### src/rtl/uart_pkg.sv
// Shared UART definitions: receiver FSM states and oversampling constants.
package uart_pkg;

  typedef enum logic [1:0] {IDLE, START, DATA, STOP} rx_state_t;

  localparam int unsigned OVERSAMPLE  = 16;
  localparam logic [3:0]  MID_SAMPLE  = 4'd7;
  localparam logic [3:0]  LAST_SAMPLE = 4'(OVERSAMPLE - 1);

endpackage

### src/rtl/uart_baud_tick.sv
// Free-running oversample tick generator; one-cycle tick every CLK_DIV clocks.
module uart_baud_tick #(
  parameter int CLK_DIV = 27
) (
  input  logic clk,
  input  logic reset,
  output logic tick
);

  localparam int unsigned CW = (CLK_DIV > 1) ? $clog2(CLK_DIV) : 1;
  localparam logic [CW-1:0] TOP = CW'(CLK_DIV - 1);

  logic [CW-1:0] cnt;

  // Divider counts 0..CLK_DIV-1 and wraps.
  always_ff @(posedge clk or negedge reset) begin
    if (!reset) begin
      cnt <= '0;
    end else if (cnt == TOP) begin
      cnt <= '0;
    end else begin
      cnt <= cnt + 1'b1;
    end
  end

  assign tick = (cnt == TOP);

endmodule

### src/rtl/uart_rx_core.sv
// UART receive core: 16x oversampled 8N1 deframer with a one-byte holding register.
module uart_rx_core
  import uart_pkg::*;
#(
  parameter int CLK_DIV   = 27,
  parameter int DATA_BITS = 8
) (
  input  logic       clk,
  input  logic       reset,
  input  logic       rx_serial,
  input  logic       rx_ack,
  output logic [7:0] rx_data,
  output logic       rx_valid,
  output logic       frame_err,
  output logic       overrun,
  output logic       rx_busy
);

  localparam logic [2:0] LAST_BIT = 3'(DATA_BITS - 1);

  logic       rx_s1;
  logic       rx_s2;
  logic       tick;
  rx_state_t  state;
  logic [3:0] os_cnt;
  logic [2:0] bit_cnt;
  logic [7:0] shreg;
  logic       stop_sample;
  logic       good_done;
  logic       bad_done;

  uart_baud_tick #(
    .CLK_DIV(CLK_DIV)
  ) u_baud_tick (
    .clk  (clk),
    .reset(reset),
    .tick (tick)
  );

  // Two-flop synchronizer; resets to the idle (high) line level.
  always_ff @(posedge clk or negedge reset) begin
    if (!reset) begin
      rx_s1 <= 1'b1;
      rx_s2 <= 1'b1;
    end else begin
      rx_s1 <= rx_serial;
      rx_s2 <= rx_s1;
    end
  end

  assign stop_sample = (state == STOP) && tick && (os_cnt == LAST_SAMPLE);
  assign good_done   = stop_sample && rx_s2;
  assign bad_done    = stop_sample && !rx_s2;
  assign rx_busy     = (state != IDLE);

  // Frame FSM: start detect, mid-bit start check, LSB-first data shift, stop sample.
  always_ff @(posedge clk or negedge reset) begin
    if (!reset) begin
      state   <= IDLE;
      os_cnt  <= '0;
      bit_cnt <= '0;
      shreg   <= '0;
    end else begin
      case (state)
        IDLE: begin
          if (!rx_s2) begin
            os_cnt <= '0;
            state  <= START;
          end
        end
        START: begin
          if (tick) begin
            if (os_cnt == MID_SAMPLE) begin
              if (rx_s2) begin
                state <= IDLE;
              end else begin
                os_cnt  <= '0;
                bit_cnt <= '0;
                state   <= DATA;
              end
            end else begin
              os_cnt <= os_cnt + 1'b1;
            end
          end
        end
        DATA: begin
          if (tick) begin
            os_cnt <= os_cnt + 1'b1;
            if (os_cnt == LAST_SAMPLE) begin
              shreg   <= {rx_s2, shreg[7:1]};
              bit_cnt <= bit_cnt + 1'b1;
              if (bit_cnt == LAST_BIT) begin
                state <= STOP;
              end
            end
          end
        end
        STOP: begin
          if (tick) begin
            os_cnt <= os_cnt + 1'b1;
            if (os_cnt == LAST_SAMPLE) begin
              state <= IDLE;
            end
          end
        end
        default: state <= IDLE;
      endcase
    end
  end

  // Holding register handoff, acknowledge, and single-cycle status pulses.
  always_ff @(posedge clk or negedge reset) begin
    if (!reset) begin
      rx_data   <= '0;
      rx_valid  <= 1'b0;
      frame_err <= 1'b0;
      overrun   <= 1'b0;
    end else begin
      frame_err <= bad_done;
      overrun   <= 1'b0;
      if (good_done) begin
        if (!rx_valid || rx_ack) begin
          rx_data  <= shreg;
          rx_valid <= 1'b1;
        end else begin
          overrun <= 1'b1;
        end
      end else if (rx_ack) begin
        rx_valid <= 1'b0;
      end
    end
  end

endmodule

### config.mk
export PLATFORM = sky130hd
export DESIGN_NAME = uart_rx_core
export DESIGN_NICKNAME = d
export VERILOG_FILES = /design/src/rtl/uart_pkg.sv /design/src/rtl/uart_baud_tick.sv /design/src/rtl/uart_rx_core.sv
export SDC_FILE = /design/constraint.sdc
export NUM_CORES = 1
export LEC_CHECK = 0
export ABC_AREA = 0
export CAP_MARGIN = 30
export CORE_AREA = 8 8 73 75
export DETAILED_ROUTE_END_ITERATION = 8
export DIE_AREA = 0 0 81 83
export GPL_TIMING_DRIVEN = 0
export PLACE_DENSITY = 0.67
export SLEW_MARGIN = 30
export SYNTH_ARGS = -nofsm -noshare
export SYNTH_HDL_FRONTEND = slang
export SYNTH_HIERARCHICAL = 1
export SYNTH_SLANG_ARGS = --single-unit
### constraint.sdc
create_clock -name clk -period 3.2 [get_ports clk]
set_clock_uncertainty 0.05 [all_clocks]
set_input_delay 0.32 -clock clk [delete_from_list [all_inputs] [get_ports clk]]
set_output_delay 0.32 -clock clk [all_outputs]
set_load 0.02 [all_outputs]
==> flow_metrics.py, run 1 <==
metrics = {
    "run_status": {
        "status": "completed",
    },
    "routing": {
        "wirelength_mm": 2.94,
        "dr.pass1.iters": 4,
        "drc_errors": 0,
        "wire_per_inst_um": 14.1,
        "viasPerCell": 5.20,
        "vias": 1081,
        "ant_nets": 0,
        "drt-initial-drc-count": 42,
    },
    "timing": {
        "hold_viol": 0,
        "timing.final.crit_share_pct": 74.5,
        "max_freq_mhz": 419,
        "fin_setup_tns_ps": 0,
        "rsz0062_at_grt": "false",
        "slew_violations": 0,
        "finalSetupViolations": 0,
        "tightest_slew_ps": 557,
        "timing.slew.headroom_pct": 62.7,
        "final.min_clock_period_ps": 2380,
    },
    "cts": {
        "root_buffer": "clkbuf_8",
        "clock_latency_ps": 280,
        "clk_path_buf_depth": 2,
        "h-tree-depth": 2,
        "cts_tree": "built",
        "clk_pin_slew_ps": 70,
        "clock_sinks": 35,
        "cts_buffers": 5,
        "postCtsSetupBuffers": 0,
    },
    "floorplan": {
        "dieHeight_um": 83,
        "io-pin-count": 16,
        "initial_core_util_pct": 38.4,
        "coreArea_mm2": 0.00420,
        "num_rows": 24,
        "die-width_um": 81,
        "die_area_mm2": 0.00672,
    },
    "worst_setup_path": {
        "start_kind": "flip-flop",
        "rr_worst_depth": 7,
        "crit_type": "reg2reg",
        "cp_max_fo": 10,
        "arrival_ps": 2500,
        "required_ps": 3320,
        "cp-end-kind": "flip-flop",
    },
    "placement": {
        "postPlaceCellArea_mm2": 0.00185,
        "place.gp.congestion": 0.794,
        "portBuffers": 15,
        "hpwl_mm": 2.15,
    },
    "flow_run": {
        "drv_cap": 0,
    },
    "grt": {
        "grt-ovfl-total": 0,
        "antenna_found_initial": 0,
        "grt_pass1_wl_mm": 5.34,
        "grt_max_degree": 29,
        "grt_pass1_vias": 1164,
        "grt_usage_pct": 10.1,
    },
    "power": {
        "finalPower_w": 0.000773,
        "ir_drop_mv": 0.241,
        "seq_power_share_pct": 57.7,
        "netSwitchingPower_w": 0.000171,
        "netSwitchingFraction_pct": 22.1,
        "p_int_w": 0.000602,
        "clock_power_share_pct": 40.2,
        "p_comb_share_pct": 2.1,
        "power_density_mw_per_mm2": 398,
        "p_leak_nw": 0.880,
    },
    "layout": {
        "syn_to_final_growth_pct": 20.4,
        "nNetsFinal": 164,
        "num_antenna_cells": 0,
        "fin_area_mm2": 0.00194,
        "layout-drive-gt1-share_pct": 26.3,
        "n_fill_cell": 397,
        "layout_commonest_cell": "dfrtp_1",
        "most-common-layout-cells": "dfrtp_1, mux2_2, clkdlybuf4s50_1, buf_2, nor2_1",
    },
    "yosys": {
        "synth.distinct_cells": 41,
        "async_flop_share_pct": 100,
        "synth_edf_count": 0,
        "yosysSeqAreaShare_pct": 54.4,
        "synth_seq_cells": 35,
        "yosysWarnings": 6,
        "ys.flop_type": "dfrtp_1",
        "synth_nets": 140,
        "syn_area_mm2": 0.00162,
        "syn_avg_cell_area_um2": 12.3,
        "syn_inst": 131,
    },
    "hold_path": {
        "hp-class": "reg2reg",
        "hold_depth": 0,
    },
}
## power groups by stage
stage	Sequential, W	Clock, W	Combinational, W
2_1_floorplan	0.000454	0	0.00000116
3_3_place_gp	0.000455	0	0.0000133
3_5_place_dp	0.000455	0	0.0000164
4_1_cts	0.000446	0.000326	0.0000175
5_1_grt	0.000446	0.000347	0.0000193
6_report	0.000446	0.000311	0.0000165
## synthesized netlist by cell type (2+ instances only)
| cell type | number | area [µm²] |
|---|---|---|
| dfrtp_1 | 33 | 826 |
| mux2_2 | 16 | 180 |
| nor2_1 | 6 | 22.5 |
| buf_2 | 5 | 25.0 |
| ha_1 | 5 | 62.6 |
| inv_1 | 5 | 18.8 |
| nand2b_1 | 5 | 31.3 |
| o21ai_0 | 5 | 25.0 |
| nand2_1 | 4 | 15.0 |
| and3_1 | 3 | 18.8 |
| mux2i_1 | 3 | 30.0 |
| nand4_1 | 3 | 18.8 |
| o2bb2ai_1 | 3 | 26.3 |
| and4b_1 | 2 | 20.0 |
| dfstp_2 | 2 | 52.6 |
| nand2_2 | 2 | 12.5 |
| o211ai_1 | 2 | 15.0 |
| o21bai_1 | 2 | 15.0 |
| o31ai_1 | 2 | 15.0 |
| or3_1 | 2 | 12.5 |
## worst max-delay path: stages (launching register included)
cell	delay, ps
dfrtp_1	420
inv_1	80
ha_1	190
and4b_1	280
buf_2	230
nand2b_1	160
nor3_4	470
mux2_2	400
## sequential cells by signal, summed over array words and instances (netlist names), named ones only
| signal | cells |
|---|---|
| rx_s2 | 1 |
| rx_data | 8 |
| bit_cnt | 3 |
| shreg | 8 |
| os_cnt | 4 |
| rx_s1 | 1 |
| rx_valid | 1 |
| overrun | 1 |
| u_baud_tick/cnt | 5 |
| frame_err | 1 |
| state | 1 |
## final timing paths
check	startpoint	end	slack, ps
worst max-delay path	u_baud_tick/cnt[0]$_DFF_PN0_	shreg[0]$_DFFE_PN0P_	820
worst min-delay path	rx_s1$_DFF_PN1_	rx_s2$_DFF_PN1_	310
worst max register to register	u_baud_tick/cnt[0]$_DFF_PN0_	shreg[0]$_DFFE_PN0P_	820
worst min register to register	rx_s1$_DFF_PN1_	rx_s2$_DFF_PN1_	310
max in group asynchronous	reset	rx_s1$_DFF_PN1_	2240
min in group asynchronous	reset	os_cnt[3]$_DFFE_PN0P_	370
## through the flow
step	setup WS (ps)	cells	hold WS, ps	utilization (%)
3_5_place_dp	830	199	142	43.9
6_report	816	208	309	46.3
2_1_floorplan	1140	131	-25.6	-
3_3_place_gp	888	198	298	43.5
4_1_cts	800	208	314	46.3
5_1_grt	624	208	318	46.3
## cell families after synthesis
group	synth area share [%]
buffers and inverters	3.02
adders and majority gates	3.87
AOI/OAI and AO/OA	11.3
DFF	54.4
and+or+nand+nor	14.4
muxes	13.0
## final cells by class
type                       count  area, µm²  share of cell area [%]
clock buffer                   5       68.8                    3.54
timing repair buffer          17        175                    9.01
tap                           52       65.1                    3.35
sequential                    35        878                    45.2
clock inverter                 3       20.0                    1.03
buffer                         6       30.0                    1.54
multi-input combinational     85        688                    35.4
inverter                       5       18.8                   0.965
## timing repair
action	CTS	global route
hold endpoints to repair	7	0
resized for setup	0	0
hold buffers	1	0
## metal layers
metal | track usage, % | part of all wire, % | vias up
li1 | - | - | 528
met1 | 11.7 | 44 | 532
met2 | 15.9 | 50 | 14
met3 | 2.26 | 3.0 | 7
met4 | 6.83 | 3.0 | 0
met5 | 0 | 0 | -
Power figures use the tool's default switching activity.
==> run 2: changes to the inputs <==
PLACE_DENSITY = 0.69   (was 0.67)
clock period = 2.16 ns   (was 3.2 ns; I/O delays follow)
==> run 2 against run 1 <==
Compared with the run above:
- routed wire length increased by 6.4%
- critical path depth increased by 1
- via count rose by 5.2%
- sequential share of layout area fell by 1.1 points
- setup slack worse by 710 ps
- register-to-register slack lost 710 ps
- worst hold slack got worse by 38 ps
- maximum frequency is 16% higher
- count of clock-buffer cells in the layout is 1 higher
- critical path type unchanged
- combinational power rose by 47%
==> flow_metrics.py, run 2 (synthesized netlist as in run 1, its figures left out) <==
metrics = {
    "routing": {
        "dr.pass1.iters": 4,
        "drt-initial-drc-count": 12,
        "ant_nets": 0,
        "wire_per_inst_um": 14.7,
        "drc_errors": 0,
        "vias": 1137,
        "wirelength_mm": 3.13,
        "viasPerCell": 5.34,
    },
    "power": {
        "seq_power_share_pct": 58.1,
        "ir_drop_mv": 0.236,
        "p_int_w": 0.000893,
        "clock_power_share_pct": 39.8,
        "netSwitchingFraction_pct": 21.5,
        "netSwitchingPower_w": 0.000244,
        "p_comb_share_pct": 2.1,
        "power_density_mw_per_mm2": 571,
        "p_leak_nw": 0.908,
    },
    "placement": {
        "place.gp.congestion": 0.788,
        "dpl.cell_count": 199,
        "dp_slack_ps": -216,
        "hpwl_mm": 2.21,
        "portBuffers": 15,
    },
    "layout": {
        "num_antenna_cells": 0,
        "reg_top3": "rx_data (8), shreg (8), u_baud_tick/cnt (5)",
        "regArea_um2": 878,
        "multiInputGateArea_um2": 694,
        "layout_commonest_cell": "dfrtp_1",
        "syn_to_final_growth_pct": 23.4,
        "layout-drive-gt1-share_pct": 29.8,
        "finalNonFillerCells": 213,
        "n_fill_cell": 384,
        "nNetsFinal": 169,
        "fin_util_pct": 47.4,
        "most-common-layout-cells": "dfrtp_1, mux2_2, clkdlybuf4s50_1, nor2_1",
    },
    "timing": {
        "fin_ws_ps": 111,
        "rsz0062_at_grt": "false",
        "timing.final.crit_share_pct": 94.9,
        "final.min_clock_period_ps": 2050,
        "hold_viol": 0,
        "fin_setup_tns_ps": 0,
        "whs_ps": 272,
        "slew_violations": 0,
        "finalSetupViolations": 0,
        "timing.slew.headroom_pct": 77.9,
        "max_freq_mhz": 488,
        "tightest_slew_ps": 332,
    },
    "worst_setup_path": {
        "cp-end-kind": "flip-flop",
        "arrival_ps": 2170,
        "cp_max_fo": 10,
        "required_ps": 2280,
        "start_kind": "flip-flop",
        "crit_type": "reg2reg",
    },
    "floorplan": {
        "die-width_um": 81,
        "die_area_mm2": 0.00672,
        "io-pin-count": 16,
        "initial_core_util_pct": 38.4,
        "dieHeight_um": 83,
        "coreArea_mm2": 0.00420,
        "num_rows": 24,
    },
    "grt": {
        "grt_max_degree": 29,
        "grt_usage_pct": 9.76,
        "grt-ovfl-total": 0,
        "grt_pass1_wl_mm": 5.41,
        "antenna_found_initial": 0,
        "grt_pass1_vias": 1178,
    },
    "cts": {
        "root_buffer": "clkbuf_8",
        "cts_buffers": 5,
        "clk_pin_slew_ps": 70,
        "cts_tree": "built",
        "clock_sinks": 35,
        "clk_path_buf_depth": 2,
        "clock_latency_ps": 280,
        "h-tree-depth": 2,
    },
    "run_status": {
        "status": "completed",
    },
    "flow_run": {
        "drv_cap": 0,
    },
    "hold_path": {
        "hp-class": "in2async",
    },
}
-- run 2: layer usage --
metal / global-route usage, % / vias up / wire (µm)
met5: 0 / - / 0
met4: 3.41 / 0 / 19
met3: 3.02 / 2 / 109
met2: 15.6 / 14 / 1620
met1: 11.9 / 580 / 1380
li1: - / 541 / -
-- run 2: worst paths after layout --
path / start / endpoint / slack [ps] / cells past startpoint
worst max-delay path: u_baud_tick/cnt[0]$_DFF_PN0_ / shreg[4]$_DFFE_PN0P_ / 110 / 8
worst min register to register: rx_s1$_DFF_PN1_ / rx_s2$_DFF_PN1_ / 310 / 0
max in group asynchronous: reset / rx_s1$_DFF_PN1_ / 1310 / 3
worst max register to register: u_baud_tick/cnt[0]$_DFF_PN0_ / shreg[4]$_DFFE_PN0P_ / 110 / 8
min in group clk: rx_serial / rx_s1$_DFF_PN1_ / 290 / 1
worst min-delay path: reset / u_baud_tick/cnt[3]$_DFF_PN0_ / 270 / 2
-- run 2: power groups by stage --
stage          clock network (W)  registers, W   logic [W]
6_report                0.000453      0.000661   0.0000242
2_1_floorplan                  0      0.000673  0.00000172
3_3_place_gp                   0      0.000673   0.0000195
5_1_grt                 0.000498      0.000661   0.0000277
4_1_cts                 0.000462      0.000661   0.0000254
3_5_place_dp                   0      0.000673   0.0000240
-- run 2: worst max-delay path: stages (launching register included) --
cell and delay [ps]:
dfrtp_1 390, inv_1 70, ha_2 200, and4b_2 280, buf_6 140, nand2b_2 100
nor3_4 200, buf_4 170, mux2_2 340
-- run 2: what timing repair did --
action,CTS,global route
pin swaps,1,0
gates resized for setup,1,5
cloned,0,0
buffers inserted,4,1
endpoints found under the setup margin,10,18
hold endpoints to repair,33,0
hold buffers,1,0
-- run 2: per-stage QoR --
| stage | cell area [µm²] | power [W] |
|---|---|---|
| detailed placement | 1850 | 0.000697 |
| global placement | 1830 | 0.000693 |
| floorplan | 1620 | 0.000674 |
| finish | 1990 | 0.00114 |
| CTS | 1970 | 0.00115 |
| global route | 1990 | 0.00119 |
-- run 2: layout make-up --
class | instances | area share (%)
clock buffers | 6 | 3.64
inverters | 5 | 0.942
plain buffers | 6 | 1.95
multi-input cells | 85 | 34.8
clock inverters | 2 | 0.628
well taps | 52 | 3.26
flip-flops and latches | 35 | 44.1
repair buffers | 22 | 10.7
